### src/rtl/vtc_timing_gen.sv
// Video timing generator: HS/VS/DE, pixel coordinates and frame/line strobes
// from a single pixel clock. Timing is reprogrammable through a valid/ready
// shadow register and only takes effect at a frame boundary. A second
// counter pair runs LEAD pixels ahead to produce an early pixel request.
module vtc_timing_gen #(
  parameter int H_W      = 12,
  parameter int V_W      = 11,
  parameter int H_ACTIVE = 1920,
  parameter int H_SYNC_S = 2008,
  parameter int H_SYNC_E = 2052,
  parameter int H_FRAME  = 2200,
  parameter int V_ACTIVE = 1080,
  parameter int V_SYNC_S = 1084,
  parameter int V_SYNC_E = 1089,
  parameter int V_FRAME  = 1125,
  parameter int HS_POL   = 1,
  parameter int VS_POL   = 1,
  parameter int LEAD     = 2
) (
  input  logic             Pixl_CLK,
  input  logic             Rst_Posedge,
  input  logic             I_Cfg_Valid,
  output logic             O_Cfg_Ready,
  input  logic [4*H_W-1:0] I_Cfg_H,
  input  logic [4*V_W-1:0] I_Cfg_V,
  output logic             O_Hs,
  output logic             O_Vs,
  output logic             O_De,
  output logic             O_Pixel_Req,
  output logic [H_W-1:0]   O_X,
  output logic [V_W-1:0]   O_Y,
  output logic             O_Frame_Start,
  output logic             O_Line_Start
);

  // Field index inside a packed timing word: {frame, sync_e, sync_s, active}
  localparam int F_ACT = 0;
  localparam int F_SS  = 1;
  localparam int F_SE  = 2;
  localparam int F_FR  = 3;

  localparam logic [4*H_W-1:0] H_DEFAULT =
    {H_W'(H_FRAME), H_W'(H_SYNC_E), H_W'(H_SYNC_S), H_W'(H_ACTIVE)};
  localparam logic [4*V_W-1:0] V_DEFAULT =
    {V_W'(V_FRAME), V_W'(V_SYNC_E), V_W'(V_SYNC_S), V_W'(V_ACTIVE)};

  localparam logic [H_W-1:0] H_ONE  = H_W'(1);
  localparam logic [V_W-1:0] V_ONE  = V_W'(1);
  // Lead pair start position; LEAD is always shorter than one line
  localparam logic [H_W-1:0] LEAD_H = H_W'(LEAD);
  localparam logic           HS_ON  = (HS_POL != 0);
  localparam logic           VS_ON  = (VS_POL != 0);

  logic [4*H_W-1:0] h_tim_reg, h_shd_reg;
  logic [4*V_W-1:0] v_tim_reg, v_shd_reg;
  logic             pending_reg;

  logic [H_W-1:0]   h_fld [4];
  logic [V_W-1:0]   v_fld [4];

  logic [H_W-1:0]   h_reg, h_next, lh_reg, lh_next;
  logic [V_W-1:0]   v_reg, v_next, lv_reg, lv_next;

  logic h_last, v_last, lh_last, lv_last;
  logic apply, xfer;
  logic de_c, req_c, hs_c, vs_c;

  generate
    for (genvar gi = 0; gi < 4; gi++) begin : g_fld
      assign h_fld[gi] = h_tim_reg[gi*H_W +: H_W];
      assign v_fld[gi] = v_tim_reg[gi*V_W +: V_W];
    end
  endgenerate

  // The shadow register is free whenever nothing is waiting for a frame end
  assign O_Cfg_Ready = ~pending_reg;
  assign xfer        = I_Cfg_Valid & ~pending_reg;

  assign h_last  = (h_reg  == h_fld[F_FR] - H_ONE);
  assign v_last  = (v_reg  == v_fld[F_FR] - V_ONE);
  assign lh_last = (lh_reg == h_fld[F_FR] - H_ONE);
  assign lv_last = (lv_reg == v_fld[F_FR] - V_ONE);
  assign apply   = h_last & v_last & pending_reg;

  // Active/shadow timing and the pending flag; apply only at the last pixel
  always_ff @(posedge Pixl_CLK) begin
    if (Rst_Posedge) begin
      h_tim_reg   <= H_DEFAULT;
      v_tim_reg   <= V_DEFAULT;
      h_shd_reg   <= H_DEFAULT;
      v_shd_reg   <= V_DEFAULT;
      pending_reg <= 1'b0;
    end else if (xfer) begin
      h_shd_reg   <= I_Cfg_H;
      v_shd_reg   <= I_Cfg_V;
      pending_reg <= 1'b1;
    end else if (apply) begin
      h_tim_reg   <= h_shd_reg;
      v_tim_reg   <= v_shd_reg;
      pending_reg <= 1'b0;
    end
  end

  // Next position of the main and lead counter pairs
  always_comb begin
    h_next  = h_reg + H_ONE;
    v_next  = v_reg;
    lh_next = lh_reg + H_ONE;
    lv_next = lv_reg;
    if (h_last) begin
      h_next = '0;
      v_next = v_last ? '0 : v_reg + V_ONE;
    end
    if (lh_last) begin
      lh_next = '0;
      lv_next = lv_last ? '0 : lv_reg + V_ONE;
    end
    // A new timing restarts both pairs, even if it matches the old one
    if (apply) begin
      h_next  = '0;
      v_next  = '0;
      lh_next = LEAD_H;
      lv_next = '0;
    end
  end

  // Counter state registers
  always_ff @(posedge Pixl_CLK) begin
    if (Rst_Posedge) begin
      h_reg  <= '0;
      v_reg  <= '0;
      lh_reg <= LEAD_H;
      lv_reg <= '0;
    end else begin
      h_reg  <= h_next;
      v_reg  <= v_next;
      lh_reg <= lh_next;
      lv_reg <= lv_next;
    end
  end

  // Decode of the current counter positions against the active timing
  always_comb begin
    de_c  = (h_reg < h_fld[F_ACT]) && (v_reg < v_fld[F_ACT]);
    req_c = (lh_reg < h_fld[F_ACT]) && (lv_reg < v_fld[F_ACT]);
    hs_c  = (h_reg >= h_fld[F_SS]) && (h_reg < h_fld[F_SE]);
    vs_c  = (v_reg >= v_fld[F_SS]) && (v_reg < v_fld[F_SE]);
  end

  // Output registers: one cycle behind the counters
  always_ff @(posedge Pixl_CLK) begin
    if (Rst_Posedge) begin
      O_Hs          <= ~HS_ON;
      O_Vs          <= ~VS_ON;
      O_De          <= 1'b0;
      O_Pixel_Req   <= 1'b0;
      O_X           <= '0;
      O_Y           <= '0;
      O_Frame_Start <= 1'b0;
      O_Line_Start  <= 1'b0;
    end else begin
      O_Hs          <= hs_c ? HS_ON : ~HS_ON;
      O_Vs          <= vs_c ? VS_ON : ~VS_ON;
      O_De          <= de_c;
      O_Pixel_Req   <= req_c;
      O_X           <= h_reg;
      O_Y           <= v_reg;
      O_Frame_Start <= (h_reg == '0) && (v_reg == '0);
      O_Line_Start  <= (h_reg == '0);
    end
  end

endmodule

### config.mk
export PLATFORM = sky130hd
export DESIGN_NAME = vtc_timing_gen
export DESIGN_NICKNAME = d
export VERILOG_FILES = /design/src/rtl/vtc_timing_gen.sv
export SDC_FILE = /design/constraint.sdc
export NUM_CORES = 1
export LEC_CHECK = 0
export ABC_CLOCK_PERIOD_IN_PS = 3550
export BUFFER_PORTS_ARGS = -buffer_cell sky130_fd_sc_hd__buf_2
export CORE_MARGIN = 10
export CORE_UTILIZATION = 57
export DETAILED_ROUTE_END_ITERATION = 7
export GPL_ROUTABILITY_DRIVEN = 0
export PLACE_DENSITY = 0.86
export SLEW_MARGIN = 10
export SYNTH_ARGS = -nofsm -noshare
export SYNTH_HDL_FRONTEND = slang
export SYNTH_SLANG_ARGS = --single-unit
### constraint.sdc
create_clock -name Pixl_CLK -period 3.55 [get_ports Pixl_CLK]
set_input_delay 0.1775 -clock Pixl_CLK [delete_from_list [all_inputs] [get_ports Pixl_CLK]]
set_output_delay 0.1775 -clock Pixl_CLK [all_outputs]
set_load 0.005 [all_outputs]
==> impl_table.tex <==
\begin{tabular}{lr}
\hline
Metric & Value \\
\hline
\multicolumn{2}{l}{\textbf{Timing}} \\
Worst clock skew & 0.0110 ns \\
Normalized max-slew margin & 30.4\% \\
Final critical path time including I/O delays and setup & 3.43 ns \\
Setup Viol. Count Final & 0 \\
Final WS setup & 0.118 ns \\
Max Clock Freq & 291 MHz \\
Share of the clock period used by the worst path & 96.7\% \\
Final count of hold timing violations & 0 \\
Setup TNS Final & 0 ns \\
Worst-Margin Slew & 1.04 ns \\
Pins over their slew limit & 0 \\
\multicolumn{2}{l}{\textbf{Logic synthesis}} \\
Synthesis-stage register bit count & 260 \\
Most repeated cell in the gate-level netlist after synthesis & sky130\_fd\_sc\_hd\_\_dfxtp\_1 \\
Dominant cells by area after synthesis & sky130\_fd\_sc\_hd\_\_dfxtp\_1 (41\%), sky130\_fd\_sc\_hd\_\_ha\_1 (9.4\%), sky130\_fd\_sc\_hd\_\_nand2\_1 (6.2\%), sky130\_fd\_sc\_hd\_\_nor2\_1 (5.0\%), sky130\_fd\_sc\_hd\_\_mux2i\_1 (4.8\%) \\
Share of Yosys cell area claimed by the top area cell type & 41.5\% \\
Total nets after synthesis & 1629 \\
Most used flip-flop cell after synthesis & sky130\_fd\_sc\_hd\_\_dfxtp\_1 \\
Post-synth EDFFs & 0 \\
Syn Area/Cell & 8.71 µm² \\
Number of distinct standard cells referenced by the synthesized netlist & 59 \\
Warning count from the yosys run & 0 \\
Area leader, netlist & sky130\_fd\_sc\_hd\_\_dfxtp\_1 \\
Async set-or-reset flop fraction in the synthesized netlist & 0\% \\
Part of the Yosys area used for sequential elements & 41.5\% \\
Gate count of the mapped netlist & 1440 \\
Most instantiated cells after synthesis & sky130\_fd\_sc\_hd\_\_dfxtp\_1 (260), sky130\_fd\_sc\_hd\_\_nand2\_1 (206), sky130\_fd\_sc\_hd\_\_nor2\_1 (166) \\
Cell area after technology mapping & 12500 µm² \\
\multicolumn{2}{l}{\textbf{Setup path}} \\
Crit Path Class & register to register \\
Nature of the critical path endpoint & register \\
Start of the worst register-to-register path & v\_tim\_reg[33] \\
Endpoint required time on the critical path & 3.90 ns \\
R2r worst-path depth & 11 \\
Register-to-Register Setup Slack & 0.12 ns \\
Cell chain of the critical path & inv\_1, ha\_1, or3b\_2, nor3\_1, xnor2\_1, nand4\_1, nor4\_1, and3\_2, buf\_4, mux2i\_1, nor2\_1 \\
CP max-delay cell & sky130\_fd\_sc\_hd\_\_or3b\_2 \\
Worst EP arrival & 3.78 ns \\
Family of cells with the greatest summed delay on the critical path & simple AND/OR/NAND/NOR gates \\
Launching element type of the critical path & register \\
Number of buffers and inverters on the critical path & 2 \\
Crit path largest cell delay & 0.55 ns \\
Endpoint of the worst register-to-register path & v\_tim\_reg[18] \\
Top fanout value on the critical path & 13 \\
\multicolumn{2}{l}{\textbf{Global routing}} \\
Wire length of the first global-routing pass & 55000 µm \\
Vias in the first global route & 10883 \\
Remaining global-route overflow & 0 \\
Maximum number of pins on one net before global-route repair & 148 \\
Antenna violations before repair & 1 \\
All-layer global routing usage & 23.1\% \\
\multicolumn{2}{l}{\textbf{Routing}} \\
Via density & 5.61 \\
Average wire per standard cell & 17.6 µm \\
Total wire length after detailed routing & 33700 µm \\
Drt first-iter violations & 1065 \\
Via count & 10754 \\
DR DRC count & 0 \\
Number of antenna-violating nets in the routed design & 0 \\
Detailed-router iteration count before antenna repair & 7 \\
\multicolumn{2}{l}{\textbf{Finish}} \\
Flip-flop and latch area & 5200 µm² \\
Synth-to-layout area growth & 21.0\% \\
Final \#Nets & 1809 \\
Area occupied by multi-input gates & 6700 µm² \\
Fraction of final layout cells with drive strength greater than 1 & 12.7\% \\
Post-Route Utilization & 69.8\% \\
Antenna diode count & 0 \\
Fillers & 1541 \\
\multicolumn{2}{l}{\textbf{Clock tree}} \\
Number of buffers created by CTS & 26 \\
H-tree Lvls & 1 \\
Library cell used as clock root buffer & sky130\_fd\_sc\_hd\_\_clkbuf\_16 \\
Clock tree from TritonCTS & done \\
Clock transition time at the flip-flop clock pins of the worst setup and hold paths & 0.07 ns \\
Sink count of the clock tree & 260 \\
Max Root-Sink Buffers & 3 \\
Clock latency on the worst-skew pair & 0.53 ns \\
\multicolumn{2}{l}{\textbf{Die}} \\
Vertical die dimension & 168 µm \\
Placement Rows & 54 \\
X dimension of the die & 168 µm \\
DIE AREA & 28400 µm² \\
Top Ports & 125 \\
Starting utilization of the core area & 57.7\% \\
Core Region & 21800 µm² \\
\multicolumn{2}{l}{\textbf{Power}} \\
Standby leakage power & 7.00 nW \\
Worst vdd rail ir drop & 353 µV \\
Power density over the cells & 412 nW/µm² \\
PnR Total Power & 6.25 mW \\
\multicolumn{2}{l}{\textbf{Min path}} \\
Hold worst-path end & v\_tim\_reg[42] \\
Hold/Removal Path Class & input port to register \\
WHS Path Cells & 2 \\
Origin of the worst min-delay path & Rst\_Posedge \\
\multicolumn{2}{l}{\textbf{Status}} \\
Status & completed \\
\multicolumn{2}{l}{\textbf{Placement}} \\
Placement-stage worst setup slack & 0.219 ns \\
Detailed-placement wirelength estimate & 21500 µm \\
Port bufs & 124 \\
\multicolumn{2}{l}{\textbf{Flow run}} \\
Number of maximum-capacitance violations & 0 \\
\hline
\end{tabular}
==> layout make-up <==
type,count,share of cell area [%]
tap,280,2.31
inverter,79,1.95
clock inverter,11,0.643
clock buffer,35,5.11
multi-input combinational,1013,44.1
timing repair buffer,240,11.6
sequential,260,34.3
==> kinds of logic (layout without fill, tap and decap cells) <==
kind of cell	count (synthesis)	count (layout)	share of synthesized area [%]
muxes	60	60	4.79
buffers and inverters	167	365	5.45
and+or+nand+nor	569	569	21.5
xor gates and xnor gates	95	95	7.30
DFF	260	260	41.5
adders and majority gates	94	94	9.37
AOI/OAI and AO/OA	195	195	10.2
==> power by group <==
group	internal [mW]	switching, mW	leakage, nW
Combinational	0.206	0.213	4.45
Sequential	3.00	0.0609	2.12
Clock	1.61	1.17	0.435
Total	4.81	1.44	7.00
==> cell usage in the layout (no fill, tap or decap), drive strengths merged, types with 8 or more instances in the layout <==
cell           n
a211o         31
a21o          20
a21oi         75
and3          17
buf          147
clkbuf        35
clkinv         9
dfxtp        260
dlygate4sd3   93
ha            94
inv           79
mux2i         60
nand2        206
nand2b        12
nand3         27
nand3b        39
nand4         15
nor2         166
nor2b         25
nor3          12
nor4          18
o21ai         24
o21bai         8
xnor2         34
xor2          55
==> layer usage <==
metal / vias up / GRT usage [%] / wire length [µm]
li1: 5199 / - / -
met1: 5017 / 29.6 / 14300
met2: 439 / 37.7 / 15500
met3: 99 / 4.52 / 2840
met4: 0 / 8.21 / 993
met5: - / 0 / 0
==> stage by stage <==
stage / area [µm²] / hold slack [ns] / cells
after floorplan: 12500 / 0.288 / 1440
after global placement: 13400 / 0.386 / 1779
after detailed placement: 13400 / 0.393 / 1779
after CTS: 15200 / 0.256 / 1918
after global routing: 15200 / 0.309 / 1918
final: 15200 / 0.244 / 1918
==> worst max-delay path by stage <==
stage / endpoint / cells after the start / startpoint / slack [ns]
2_1_floorplan: h_tim_reg[10] / 13 / v_tim_reg[33] / 0.42
3_3_place_gp: h_tim_reg[26] / 11 / v_tim_reg[33] / 0.41
5_1_grt: v_tim_reg[18] / 11 / v_tim_reg[33] / -0.09
3_5_place_dp: h_tim_reg[18] / 11 / v_tim_reg[33] / 0.22
6_report: v_tim_reg[18] / 11 / v_tim_reg[33] / 0.12
4_1_cts: v_tim_reg[5] / 11 / v_tim_reg[33] / 0.19
==> what timing repair did <==
item / CTS / global route
endpoints found under the hold margin: 93 / 0
hold buffers: 93 / 0
gates resized for setup: 0 / 3
buffers inserted: 0 / 0
setup endpoints to repair: 0 / 74
No activity file was read; power rests on OpenSTA's default activity.
